[config.mk]
export PLATFORM = sky130hd
export DESIGN_NAME = fetch_sequencer
export DESIGN_NICKNAME = d
export VERILOG_FILES = /design/src/rtl/fetch_sequencer.sv
export SDC_FILE = /design/constraint.sdc
export NUM_CORES = 1
export LEC_CHECK = 0
export ABC_CLOCK_PERIOD_IN_PS = 2000
export BUFFER_PORTS_ARGS = -buffer_cell sky130_fd_sc_hd__buf_2
export CAP_MARGIN = 25
export CORE_ASPECT_RATIO = 1.1
export CORE_MARGIN = 1
export CORE_UTILIZATION = 40
export CTS_CLUSTER_DIAMETER = 80
export CTS_CLUSTER_SIZE = 24
export DETAILED_ROUTE_END_ITERATION = 10
export PLACE_DENSITY = 0.75
export SYNTH_ARGS = -nofsm -noshare
export SYNTH_HDL_FRONTEND = slang
export SYNTH_SLANG_ARGS = --single-unit
[constraint.sdc]
create_clock -name clk -period 2 [get_ports clk]
set_input_delay 0.2 -clock clk [delete_from_list [all_inputs] [get_ports clk]]
set_output_delay 0.2 -clock clk [all_outputs]
set_load 0.005 [all_outputs]
[src/rtl/fetch_sequencer.sv]
// fetch_sequencer: owns the PC, addresses the combinational instruction
// memory, and registers the fetched word into the IF/ID stage register.
// Redirects (branch, jump) resolved in ID take effect on the next edge and
// leave exactly one bubble. Fetch stops once the PC passes the program end.
module fetch_sequencer #(
  parameter logic [31:0] RESET_PC   = 32'h0000_0000,
  parameter int          PROG_WORDS = 30
) (
  input  logic        clk,
  input  logic        rst_n,
  input  logic        stall,
  input  logic        branch_taken,
  input  logic [31:0] branch_target,
  input  logic        jump,
  input  logic [25:0] jump_index,
  output logic [31:0] imem_addr,
  input  logic [31:0] imem_instr,
  output logic [31:0] ifid_instr,
  output logic [31:0] ifid_pc4,
  output logic        ifid_valid,
  output logic        halted,
  output logic [15:0] fetch_count
);

  localparam logic [31:0] PROG_WORDS_W = 32'(PROG_WORDS);

  typedef enum logic [1:0] {
    START = 2'd0,
    RUN   = 2'd1,
    HALT  = 2'd2
  } state_t;

  state_t      state_reg, state_next;
  logic [31:0] pc_reg, pc_next;
  logic [31:0] instr_reg, instr_next;
  logic [31:0] pc4_reg, pc4_next;
  logic        valid_reg, valid_next;
  logic        halted_reg, halted_next;
  logic [15:0] count_reg, count_next;

  logic [31:0] pc_plus4;
  logic [31:0] jump_target;
  logic        past_end;
  logic        redirect;

  // Derived datapath values: sequential PC, jump target from the upper PC
  // bits of the instruction in ID, and the end-of-program test on word index.
  always_comb begin
    pc_plus4    = pc_reg + 32'd4;
    jump_target = {pc4_reg[31:28], jump_index, 2'b00};
    past_end    = ((pc_reg >> 2) >= PROG_WORDS_W);
    redirect    = branch_taken | jump;
  end

  // Next-state and next-register logic; everything holds unless a case
  // below says otherwise. Branch beats jump, and both beat stall.
  always_comb begin
    state_next = state_reg;
    pc_next    = pc_reg;
    instr_next = instr_reg;
    pc4_next   = pc4_reg;
    valid_next = valid_reg;
    count_next = count_reg;

    case (state_reg)
      START: begin
        state_next = RUN;
        instr_next = 32'h0000_0000;
        pc4_next   = 32'h0000_0000;
        valid_next = 1'b0;
      end

      RUN, HALT: begin
        if (redirect) begin
          // Redirect also revives a halted sequencer: the last fetched
          // instruction can still resolve in ID after fetch stopped.
          state_next = RUN;
          pc_next    = branch_taken ? branch_target : jump_target;
          instr_next = 32'h0000_0000;
          pc4_next   = 32'h0000_0000;
          valid_next = 1'b0;
        end else if (stall) begin
          // Hold everything.
        end else if (state_reg == HALT || past_end) begin
          state_next = HALT;
          instr_next = 32'h0000_0000;
          pc4_next   = 32'h0000_0000;
          valid_next = 1'b0;
        end else begin
          pc_next    = pc_plus4;
          instr_next = imem_instr;
          pc4_next   = pc_plus4;
          valid_next = 1'b1;
          count_next = (count_reg == 16'hFFFF) ? count_reg : count_reg + 16'd1;
        end
      end

      default: begin
        state_next = START;
        instr_next = 32'h0000_0000;
        pc4_next   = 32'h0000_0000;
        valid_next = 1'b0;
      end
    endcase

    halted_next = (state_next == HALT);
  end

  // State and datapath registers; reset drops everything immediately.
  always_ff @(posedge clk or negedge rst_n) begin
    if (!rst_n) begin
      state_reg  <= START;
      pc_reg     <= RESET_PC;
      instr_reg  <= 32'h0000_0000;
      pc4_reg    <= 32'h0000_0000;
      valid_reg  <= 1'b0;
      halted_reg <= 1'b0;
      count_reg  <= 16'h0000;
    end else begin
      state_reg  <= state_next;
      pc_reg     <= pc_next;
      instr_reg  <= instr_next;
      pc4_reg    <= pc4_next;
      valid_reg  <= valid_next;
      halted_reg <= halted_next;
      count_reg  <= count_next;
    end
  end

  assign imem_addr   = pc_reg;
  assign ifid_instr  = instr_reg;
  assign ifid_pc4    = pc4_reg;
  assign ifid_valid  = valid_reg;
  assign halted      = halted_reg;
  assign fetch_count = count_reg;

endmodule

==> impl_metrics.json <==
{
  "r2r_cells": 9,
  "ys_types": 57,
  "antenna_found_initial": 0,
  "routedWlPerCell_um": 16.8,
  "rows": 43,
  "cts.clk_slew.worst_paths_ns": 0.05,
  "port-buffer-count": 208,
  "syn_area_mm2": 0.00516,
  "fillCellCount": 1035,
  "cts_made_buffers": 17,
  "multiInputGateArea_mm2": 0.00230,
  "grt.overflow.total": 0,
  "violations": "setup timing",
  "startpoint": "state_reg[0]",
  "die_y_um": 121,
  "setup_tns_ns": -0.196,
  "synth-edff-count": 0,
  "synth_warnings": 0,
  "cts_max_path_buffers": 2,
  "dpl_cell_area_mm2": 0.00675,
  "ios": 209,
  "fin_ws_ns": -0.0574,
  "synth_common_cells": "dfrtp_1 (116), nor2_1 (43), a22o_1 (37)",
  "crit_required_ns": 2.33,
  "drive_gt1_share_pct": 45.6,
  "regToRegStartpoint": "state_reg[0]",
  "final_nets": 831,
  "rr_endpoint": "fetch_count[13]",
  "grtUsageTotal_pct": 24.0,
  "synth-async-reset-ratio_pct": 100,
  "fin_cells": 900,
  "area_growth_pct": 48.6,
  "ir_worst_vdd_v": 0.000731,
  "seq_area_frac_synth_pct": 56.3,
  "ys.flop_type": "dfrtp_1",
  "critPathLaunchType": "register",
  "cts_root_buffer": "clkbuf_16",
  "cts_tree": "done",
  "grt_pass1_vias": 4940,
  "hpwlAfterDp_um": 10700,
  "drc_errors": 0,
  "routabilityCongestion": 0.888,
  "core_mm2": 0.0126,
  "post-place-ws_ns": -0.232,
  "diodes": 0,
  "drv_slew": 0,
  "synth_top_cell_area_share_pct": 56.3,
  "slew-limit-headroom_pct": 65.0,
  "worstSetupEndpoint": "fetch_count[13]",
  "routed_wl_um": 15200,
  "hold_viol_final": 0,
  "max_freq_mhz": 486,
  "power_leakage_nw": 3.93,
  "start_util_pct": 41.0,
  "hold_class": "in -> reg",
  "synth_top_cell_by_area": "dfrtp_1",
  "synth_fp_nets": 565,
  "post-route-period-util_pct": 103,
  "firstDrtPassIters": 4,
  "drt-vias-per-instance": 5.29,
  "htree_levels": 4,
  "power_per_cell_area_mw_per_mm2": 1120,
  "critPathKind": "reg -> reg",
  "synth.most_common_cell": "dfrtp_1",
  "worstSkewPairLatency_ns": 0.41,
  "fin_worst_skew_ns": 0.00686,
  "vias": 4762,
  "seq_area_mm2": 0.00290,
  "fin_area_mm2": 0.00767,
  "drt_iter0_drc": 266,
  "outcome": "complete, but fails checks",
  "fin_crit_ns": 2.06,
  "grt_pass1_wl_um": 24200,
  "finalPower_w": 0.00857,
  "yosys_register_bits": 116,
  "die_area_mm2": 0.0134,
  "arrival_ns": 2.38,
  "synthCells": 464,
  "crit_fanout": 13,
  "drtAntennaViolNets": 0,
  "critPathCaptureType": "register",
  "syn_avg_cell_area_um2": 11.1,
  "yosys-top-cells-area": "dfrtp_1 (56%), a22o_1 (6.3%), and2_1 (3.2%)",
  "clock-sinks": 116,
  "max_slew.worst_pin.slew_ns": 0.525,
  "fp.dieW_um": 110,
  "grt_max_degree": 74,
  "rsz0062_at_grt": "true",
  "post-place-cells": 854,
  "r2r_setup_slack_ns": -0.06,
  "setup_viol": 6,
  "drv_cap": 0
}
## where the power goes
part	switching, W	internal (W)	leakage [nW]
sequential	0.000301	0.00269	1.53
combinational	0.00138	0.00128	2.13
clock	0.00107	0.00185	0.277
## per-layer routing
metal  global-route usage (%)  part of all wire, %  vias to the layer above
li1                         -                    -                     2235
met1                     27.2                   41                     2265
met5                        0                    0                        -
met3                     6.39                  7.3                       29
met4                     11.4                  2.2                        0
met2                     41.5                   50                      233
## stage by stage
stage,hold WS (ns),utilization [%]
finish,0.0195,60.9
detailed placement,0.00810,53.6
global route,0.0000986,60.9
global placement,0.00664,53.6
CTS,0.000520,59.7
floorplan,-0.0956,-
## worst min path at each step
stage / from / endpoint / depth (start not counted)
floorplan: rst_n / fetch_count[0] / 0
global placement: rst_n / ifid_pc4[31] / 1
detailed placement: rst_n / ifid_pc4[30] / 1
CTS: imem_instr[21] / ifid_instr[21] / 2
global route: imem_instr[7] / ifid_instr[7] / 2
finish: imem_instr[25] / ifid_instr[25] / 2
## critical path, stage by stage, from the launching register on
cell	delay, ns
dfrtp_1	0.37
inv_2	0.06
ha_4	0.27
or3b_4	0.39
nor2_4	0.12
nand4_4	0.12
buf_12	0.17
buf_6	0.14
nor3_4	0.17
xor2_1	0.17
## kinds of logic (layout without fill, tap and decap cells)
| group | count (synthesis) | after routing | share of synthesized area, % |
|---|---|---|---|
| adders and majority gates | 6 | 6 | 1.46 |
| DFF | 116 | 116 | 56.3 |
| and+or+nand+nor | 167 | 167 | 17.9 |
| muxes | 2 | 2 | 0.412 |
| buffers and inverters | 37 | 316 | 3.32 |
| xor gates and xnor gates | 20 | 20 | 3.40 |
| AOI/OAI and AO/OA | 116 | 116 | 17.3 |
## cells in the final DEF (no fill, tap or decap), types with 4 or more instances in the layout
master	n
a21oi_1	14
a221oi_1	9
a22o_1	37
a31oi_1	8
and2_1	26
buf_12	5
buf_2	207
buf_4	49
buf_6	5
clkbuf_16	18
clkinv_2	6
clkinvlp_4	4
dfrtp_1	115
dlygate4sd3_1	7
ha_1	4
inv_1	7
nand2_1	30
nand2b_1	4
nand3_1	15
nor2_1	40
nor3_1	4
nor3_4	4
nor4_1	8
o211ai_1	7
o21ai_0	12
o22a_1	6
o22ai_1	6
xnor2_1	6
xor2_1	14
## layout make-up
type	count	share of cell area [%]
inverter	10	0.490
clock inverter	14	1.80
clock buffer	18	5.73
sequential	116	37.9
timing repair buffer	274	21.6
tap	157	2.56
multi-input combinational	311	30.0
## repair_timing
action | CTS | global route
setup buffers | 1 | 4
pin swaps | 6 | 10
gates cloned | 1 | 1
endpoints found under the setup margin | 73 | 73
gates resized for setup | 21 | 13
hold buffers | 6 | 1
endpoints found under the hold margin | 121 | 1
Note: power is estimated with default switching activity, not from simulation.
